<file path="src/rtl/uart_ram_pkg.sv">
// Shared types and constants for the UART command sequencer.
// The command byte carries the read/write flag and the length-minus-one field.
package uart_ram_pkg;

    localparam int CMD_RD_BIT = 7;
    localparam int CMD_LEN_W  = 7;

    typedef enum logic [2:0] {
        S_IDLE  = 3'd0,
        S_ADDR  = 3'd1,
        S_WDATA = 3'd2,
        S_RREQ  = 3'd3,
        S_RWAIT = 3'd4,
        S_RSEND = 3'd5
    } cmd_state_t;

endpackage

</file>
<file path="src/rtl/uart_cmd_ctrl.sv">
// Parses a UART byte stream into RAM read/write bursts and streams read bytes
// back to the transmitter; receiver inactivity aborts a partial frame.
module uart_cmd_ctrl
    import uart_ram_pkg::*;
#(
    parameter int ADDR_W     = 16,
    parameter int ADDR_BYTES = 2,
    parameter int RD_LAT     = 1
) (
    input  logic              clk,
    input  logic              rst,
    input  logic              rx_valid,
    input  logic [7:0]        rx_data,
    input  logic              rx_inactive,
    output logic              ram_we,
    output logic              ram_re,
    output logic [ADDR_W-1:0] ram_addr,
    output logic [7:0]        ram_wdata,
    input  logic [7:0]        ram_rdata,
    output logic [7:0]        tx_data,
    output logic              tx_valid,
    input  logic              tx_ready,
    output logic              busy,
    output logic              frame_err
);

    localparam int AB_W = (ADDR_BYTES > 1) ? $clog2(ADDR_BYTES) : 1;

    cmd_state_t           state_q, state_d;
    logic                 rw_q, rw_d;
    logic [CMD_LEN_W-1:0] cnt_q, cnt_d;
    logic [ADDR_W-1:0]    addr_q, addr_d;
    logic [AB_W-1:0]      abyte_q, abyte_d;
    logic [1:0]           lat_q, lat_d;
    logic                 ram_we_q, ram_we_d;
    logic                 ram_re_q, ram_re_d;
    logic [ADDR_W-1:0]    ram_addr_q, ram_addr_d;
    logic [7:0]           ram_wdata_q, ram_wdata_d;
    logic [7:0]           tx_data_q, tx_data_d;
    logic                 tx_valid_q, tx_valid_d;
    logic                 busy_q, busy_d;
    logic                 frame_err_q, frame_err_d;
    logic [ADDR_W+7:0]    addr_shift;

    // Address bytes arrive MSB first; only the low ADDR_W bits survive.
    assign addr_shift = {addr_q, rx_data};

    always_comb begin
        state_d     = state_q;
        rw_d        = rw_q;
        cnt_d       = cnt_q;
        addr_d      = addr_q;
        abyte_d     = abyte_q;
        lat_d       = lat_q;
        ram_we_d    = 1'b0;
        ram_re_d    = 1'b0;
        ram_addr_d  = ram_addr_q;
        ram_wdata_d = ram_wdata_q;
        tx_data_d   = tx_data_q;
        tx_valid_d  = tx_valid_q;
        frame_err_d = 1'b0;

        case (state_q)
            S_IDLE: begin
                if (rx_valid) begin
                    rw_d    = rx_data[CMD_RD_BIT];
                    cnt_d   = rx_data[CMD_LEN_W-1:0];
                    abyte_d = '0;
                    state_d = S_ADDR;
                end
            end
            S_ADDR: begin
                if (rx_valid) begin
                    addr_d  = addr_shift[ADDR_W-1:0];
                    abyte_d = abyte_q + AB_W'(1);
                    if (abyte_q == AB_W'(ADDR_BYTES - 1)) begin
                        state_d = rw_q ? S_RREQ : S_WDATA;
                    end
                end else if (rx_inactive) begin
                    frame_err_d = 1'b1;
                    state_d     = S_IDLE;
                end
            end
            S_WDATA: begin
                if (rx_valid) begin
                    ram_we_d    = 1'b1;
                    ram_wdata_d = rx_data;
                    ram_addr_d  = addr_q;
                    addr_d      = addr_q + ADDR_W'(1);
                    cnt_d       = cnt_q - CMD_LEN_W'(1);
                    if (cnt_q == '0) begin
                        state_d = S_IDLE;
                    end
                end else if (rx_inactive) begin
                    frame_err_d = 1'b1;
                    state_d     = S_IDLE;
                end
            end
            S_RREQ: begin
                ram_re_d   = 1'b1;
                ram_addr_d = addr_q;
                lat_d      = '0;
                state_d    = S_RWAIT;
            end
            S_RWAIT: begin
                // lat_q counts cycles since the strobe; data is valid at RD_LAT.
                if (lat_q == 2'(RD_LAT)) begin
                    tx_data_d  = ram_rdata;
                    tx_valid_d = 1'b1;
                    state_d    = S_RSEND;
                end else begin
                    lat_d = lat_q + 2'd1;
                end
            end
            S_RSEND: begin
                if (tx_ready) begin
                    tx_valid_d = 1'b0;
                    addr_d     = addr_q + ADDR_W'(1);
                    cnt_d      = cnt_q - CMD_LEN_W'(1);
                    state_d    = (cnt_q == '0) ? S_IDLE : S_RREQ;
                end
            end
            default: state_d = S_IDLE;
        endcase

        // Bytes arriving while a read is in flight are discarded.
        if ((state_q == S_RREQ || state_q == S_RWAIT || state_q == S_RSEND) && rx_valid) begin
            frame_err_d = 1'b1;
        end

        busy_d = (state_d != S_IDLE);
    end

    always_ff @(posedge clk or posedge rst) begin
        if (rst) begin
            state_q     <= S_IDLE;
            rw_q        <= 1'b0;
            cnt_q       <= '0;
            addr_q      <= '0;
            abyte_q     <= '0;
            lat_q       <= '0;
            ram_we_q    <= 1'b0;
            ram_re_q    <= 1'b0;
            ram_addr_q  <= '0;
            ram_wdata_q <= '0;
            tx_data_q   <= '0;
            tx_valid_q  <= 1'b0;
            busy_q      <= 1'b0;
            frame_err_q <= 1'b0;
        end else begin
            state_q     <= state_d;
            rw_q        <= rw_d;
            cnt_q       <= cnt_d;
            addr_q      <= addr_d;
            abyte_q     <= abyte_d;
            lat_q       <= lat_d;
            ram_we_q    <= ram_we_d;
            ram_re_q    <= ram_re_d;
            ram_addr_q  <= ram_addr_d;
            ram_wdata_q <= ram_wdata_d;
            tx_data_q   <= tx_data_d;
            tx_valid_q  <= tx_valid_d;
            busy_q      <= busy_d;
            frame_err_q <= frame_err_d;
        end
    end

    assign ram_we    = ram_we_q;
    assign ram_re    = ram_re_q;
    assign ram_addr  = ram_addr_q;
    assign ram_wdata = ram_wdata_q;
    assign tx_data   = tx_data_q;
    assign tx_valid  = tx_valid_q;
    assign busy      = busy_q;
    assign frame_err = frame_err_q;

endmodule
</file>
<file path="config.mk">
export PLATFORM = sky130hd
export DESIGN_NAME = uart_cmd_ctrl
export DESIGN_NICKNAME = d
export VERILOG_FILES = /design/src/rtl/uart_ram_pkg.sv /design/src/rtl/uart_cmd_ctrl.sv
export SDC_FILE = /design/constraint.sdc
export NUM_CORES = 1
export LEC_CHECK = 0
export ABC_AREA = 1
export CORE_MARGIN = 4
export CORE_UTILIZATION = 58
export DETAILED_ROUTE_END_ITERATION = 8
export GPL_TIMING_DRIVEN = 0
export PLACE_DENSITY = 0.86
export SETUP_SLACK_MARGIN = 0.2
export SLEW_MARGIN = 30
export SYNTH_ARGS = -nofsm -noshare
export SYNTH_HDL_FRONTEND = slang
export SYNTH_SLANG_ARGS = --single-unit
</file>
<file path="constraint.sdc">
create_clock -name clk -period 3.7 [get_ports clk]
set_input_delay 0.555 -clock clk [delete_from_list [all_inputs] [get_ports clk]]
set_output_delay 0.555 -clock clk [all_outputs]
set_load 0.03 [all_outputs]
</file>
After elaboration in Yosys (flattened, before gate mapping) --
Index checks and enable logic that the tools add are counted.
Storage, ports and cells: bits of input ports 21, register bits after elaboration 67
Operators by class: reduce and logical (&&, ||, !) cells 22, eq/ne operators 12, add/subtract/negate cells 4, multiplexer cells 36
Operators by type and width (count):
- 16-bit 2-to-1 mux | 4
- 16-bit one-hot mux with 3 select lines | 1
- 16-bit one-hot mux with 2 select lines | 1
- 3-bit 2-to-1 mux | 8
- 7-bit 2-to-1 mux | 3
- 7-bit one-hot mux with 3 select lines | 1
- 3-bit one-hot mux with 6 select lines | 1
- 16-bit by 1-bit adder with 16-bit output, second input constant | 1
- 1-bit 2-to-1 mux | 12
- 2-bit inequality test, second input constant | 6
- 2-bit AND reduction | 5
- 3-bit nonzero test | 3
- 4-bit AND reduction | 2
- 2-bit nonzero test | 4
- 7-bit zero test | 1
- 7-bit by 1-bit subtractor with 7-bit output, second input constant | 1
- 3-bit by 2-bit equality test with 1-bit output, second input constant | 2
- 3-bit equality test, second input constant | 2
- 3-bit AND reduction | 2
- 2-bit 2-to-1 mux | 2
- 1-bit one-hot mux with 2 select lines | 2
- 2-bit one-hot mux with 2 select lines | 1
- 3-bit by 1-bit equality test with 1-bit output, second input constant | 1
- 3-bit zero test | 1
- 6 further kinds | 7

Longest topological paths before layout --
word-level depth 5, gate-level depth with buffers 11

Worst setup path after synthesis --
Ideal clock, no wire load.
path kind register to register, start register state_q[2], end register addr_q[6], path buffers 2, required time 3.581 ns, stages on the path, launching flop included 9, library setup time 0.119 ns, path slack 2.322 ns, arrival 1.259 ns, cell sequence dfrtp_1 buf_4 nor2_4 nand2_2 nand2_1 nand3_2 buf_6 o21ai_1 nand2_1
Between the ends: longest elaborated chain between the ends 3
Ends and longest elaborated chain:
- start: declaration | RTL line uart_cmd_ctrl.sv:29 | cmd_state_t state_q, state_d;
- start signal: assignment | RTL line uart_cmd_ctrl.sv:151 | state_q <= state_d;
- 3-bit by 1-bit equality test with 1-bit output (tied with other cells) | RTL line uart_cmd_ctrl.sv:63 | case (state_q)
- 2-bit inequality test (no source line) / 3-bit nonzero test (equally long branches)
- 4-bit AND reduction (no source line)
- end signal: assignment | RTL line uart_cmd_ctrl.sv:154 | addr_q <= addr_d;
- end: declaration | RTL line uart_cmd_ctrl.sv:32 | logic [ADDR_W-1:0] addr_q, addr_d;
Several ways; a longest one is shown, not always the timed one. A chain may end at the register's enable or synchronous reset.

Final worst setup path --
start register ram_wdata_q[4], in the netlist ram_wdata[4], end output port ram_wdata[4]
RTL lines:
- start: declaration | RTL line uart_cmd_ctrl.sv:38 | logic [7:0] ram_wdata_q, ram_wdata_d;
- start signal: assignment | RTL line uart_cmd_ctrl.sv:160 | ram_wdata_q <= ram_wdata_d;
- end: declaration | RTL line uart_cmd_ctrl.sv:18 | output logic [7:0] ram_wdata,
No word-level cell between the ends.

==> results_dict.tcl <==
set metrics [dict create \
    final_layout_size_suffix_gt1_frac 0.0958 \
    grt_use_total 0.266 \
    num_rows 28 \
    swShare 0.451 \
    crit_path_end_kind "output pin" \
    cellLeakagePower_uw 0.00226 \
    finalSetupTns_ns 0 \
    dpl.cell_count 612 \
    worst_slew_pin_slew_ns 0.533 \
    initial_utilization 0.597 \
    power_frac_clock 0.185 \
    powerDensity_nw_per_um2 1010 \
    ir_worst_vdd_mv 0.670 \
    synth_fp_nets 503 \
    core-area_sq_um 5890 \
    synthesis.area_per_instance_sq_um 7.33 \
    p_seq_frac 0.300 \
    synthCells 479 \
    timing.fmax_ghz 0.503 \
    rrSetupSlack_ns 2.03 \
    antenna_found_initial 0 \
    p_switching_uw 2040 \
    seqCellArea_sq_um 1680 \
    internal_power_uw 2480 \
    holdPathStages 2 \
    crit_path_start_kind "flip-flop" \
    syn_area_sq_um 3510 \
    cts_tree "done" \
    finClkSkew_ns 0.00694 \
    hold_violations 0 \
    postCtsSetupRepairBufs 0 \
    cts_buffer_depth 2 \
    grt_max_degree 36 \
    crit_family "buffers and inverters" \
    place.gp.congestion 0.894 \
    io_buffers 57 \
    drtPass1Iterations 5 \
    crit_buf_inv 1 \
    maxCapViolCount 0 \
    yosysSeqAreaShare 0.477 \
    cts-buffers-inserted 9 \
    ant_nets 0 \
    crit_fanout 2 \
    reg2reg_depth 8 \
    htreeDepth 3 \
    relSlewSlack 0.644 \
    dp_hpwl_um 6560 \
    fin_nets 572 \
    routedWlPerCell_um 14.6 \
    ctsResizeCount 0 \
    crit_cells 1 \
    yosysTopAreaCell "dfrtp_1" \
    via_count 3473 \
    yosysUniqueCellTypes 27 \
    path_cells "clkdlybuf4s50_1" \
    grt_pass1_wl_um 15400 \
    post-route-drc-count 0 \
    wirelength_um 9150 \
    fillers 446 \
    io_pins 58 \
    holdCritPathClass "reg2reg" \
    drt-initial-drc-count 361 \
    area_growth_pct 27.4 \
    period_minus_slack_ns 1.99 \
    yosysWarnings 0 \
    multi_input_comb_area_sq_um 1570 \
    cp.required_ns 3.14 \
    min_period_over_period 0.538 \
    die-area_sq_um 7370 \
    vias_per_cell 5.53 \
    die_w_um 85.8 \
    chipHeight_um 85.8 \
    critPathKind "reg2out" \
    comb_power_share 0.515 \
    gr-total-overflow 0 \
    clk_latency_ns 0.35 \
    status "finished, final reports clean" \
    slew_viol_final 0 \
    worstPathArrival_ns 1.43 \
    clock-sinks 67 \
    fin_cells 628 \
    yosys-top-cells-area "dfrtp_1 48%, nand2_1 20%, nor2_1 6.8%, nand3_1 4.8%, inv_1 4.3%" \
    post-synth-top-area-fraction 0.477 \
    cp_slowest_stage_delay_ns 0.71 \
    hold_buffers 0 \
    diodes 0 \
    cts.reportedPaths.clkPinSlew_ns 0.08 \
    grt_pass1_vias 3323 \
    root_buffer "clkbuf_8" \
    ys_ff_latch 67 \
    setup_viol 0 \
    slowest_stage "clkdlybuf4s50_1" \
    rsz0062_at_grt "false" \
]
state kept, by name, summed over array words and instances, names as in the netlist, 2 cells and up:
name,cells
addr_q,16
cnt_q,7
lat_q,2
ram_addr,16
ram_wdata,8
state_q,3
tx_data,8
placed cells by master, fill, tap and decap left out, types with 5 or more instances in the layout:
| cell type | netlist | final |
|---|---|---|
| nand2_1 | 187 | 187 |
| dfrtp_1 | 67 | 67 |
| nor2_1 | 64 | 64 |
| clkdlybuf4s50_1 | 0 | 57 |
| inv_1 | 40 | 39 |
| nand3_1 | 34 | 34 |
| o21ai_1 | 15 | 15 |
| a21oi_1 | 11 | 11 |
| o21ai_0 | 10 | 10 |
| clkbuf_8 | 0 | 10 |
| nand4_1 | 7 | 7 |
| buf_2 | 6 | 6 |
| inv_2 | 5 | 5 |
worst paths after layout:
kind                                           from                endpoint
setup / recovery           ram_wdata[4]$_DFFE_PP0P_            ram_wdata[4]
hold / removal               tx_data[2]$_DFFE_PP0P_  tx_data[2]$_DFFE_PP0P_
setup reg to reg              addr_q[0]$_DFFE_PP0P_   addr_q[8]$_DFFE_PP0P_
hold reg to reg              tx_data[2]$_DFFE_PP0P_  tx_data[2]$_DFFE_PP0P_
max in group asynchronous                       rst    cnt_q[1]$_DFFE_PP0P_
min in group asynchronous                       rst        ram_re$_DFF_PP0_
layout make-up:
class | instances | area share
Timing Repair Buffer | 58 | 0.132
Clock buffer | 10 | 0.0308
Buffer | 14 | 0.0227
Tap cell | 75 | 0.0210
Sequential cell | 67 | 0.375
Inverter | 45 | 0.0383
Multi-Input combinational cell | 353 | 0.350
Clock inverter | 6 | 0.0305
per-stage QoR:
stage / util / area (sq um) / hold slack [ns] / total power, uW / setup slack [ns]
2_1_floorplan: - / 3510 / 0.464 / 2870 / 1.46
3_3_place_gp: 0.710 / 4180 / 0.455 / 3540 / 0.349
3_5_place_dp: 0.714 / 4200 / 0.469 / 3650 / 1.56
4_1_cts: 0.760 / 4470 / 0.488 / 4500 / 1.72
5_1_grt: 0.760 / 4470 / 0.511 / 4810 / 1.69
6_report: 0.760 / 4470 / 0.486 / 4520 / 1.71
synth_stat cells:
| library cell | number |
|---|---|
| o21bai_1 | 1 |
| nand3_1 | 34 |
| inv_2 | 5 |
| nand3_2 | 1 |
| buf_2 | 6 |
| nor3_2 | 1 |
| o21ai_1 | 15 |
| a21oi_2 | 4 |
| clkbuf_1 | 1 |
| ha_1 | 3 |
| nand2_1 | 187 |
| dfrtp_1 | 67 |
| nand2_2 | 3 |
| nand4_1 | 7 |
| or2_2 | 1 |
| a21oi_4 | 1 |
| xor2_1 | 3 |
| nor2_2 | 2 |
| buf_6 | 4 |
| nor3_1 | 1 |
| a21oi_1 | 11 |
| nand2_4 | 2 |
| buf_4 | 3 |
| nor2_1 | 64 |
| nor2_4 | 2 |
| o21ai_0 | 10 |
| inv_1 | 40 |
per-layer routing:
metal,vias to the layer above,wire [um],global-route usage
met5,-,0,0
met4,0,219,0.109
li1,1635,-,-
met3,25,708,0.0384
met1,1636,3730,0.351
met2,177,4500,0.443
cell families (layout without fill, tap and decap cells):
| logic type | Yosys count | count (layout) | share of synthesized area |
|---|---|---|---|
| buf+inv | 59 | 133 | 0.0769 |
| simple gates | 305 | 305 | 0.360 |
| fa+ha+maj | 3 | 3 | 0.0107 |
| xor+xnor | 3 | 3 | 0.00748 |
| flops | 67 | 67 | 0.477 |
| compound gates | 42 | 42 | 0.0680 |
power by group through the flow:
stage	Sequential [uW]	Combinational (uW)	Clock [uW]
floorplan	1680	1190	0
global placement	1340	2210	0
detailed placement	1350	2290	0
CTS	1350	2310	837
global route	1390	2540	876
finish	1350	2330	838
(Power assumes the default switching activity.)
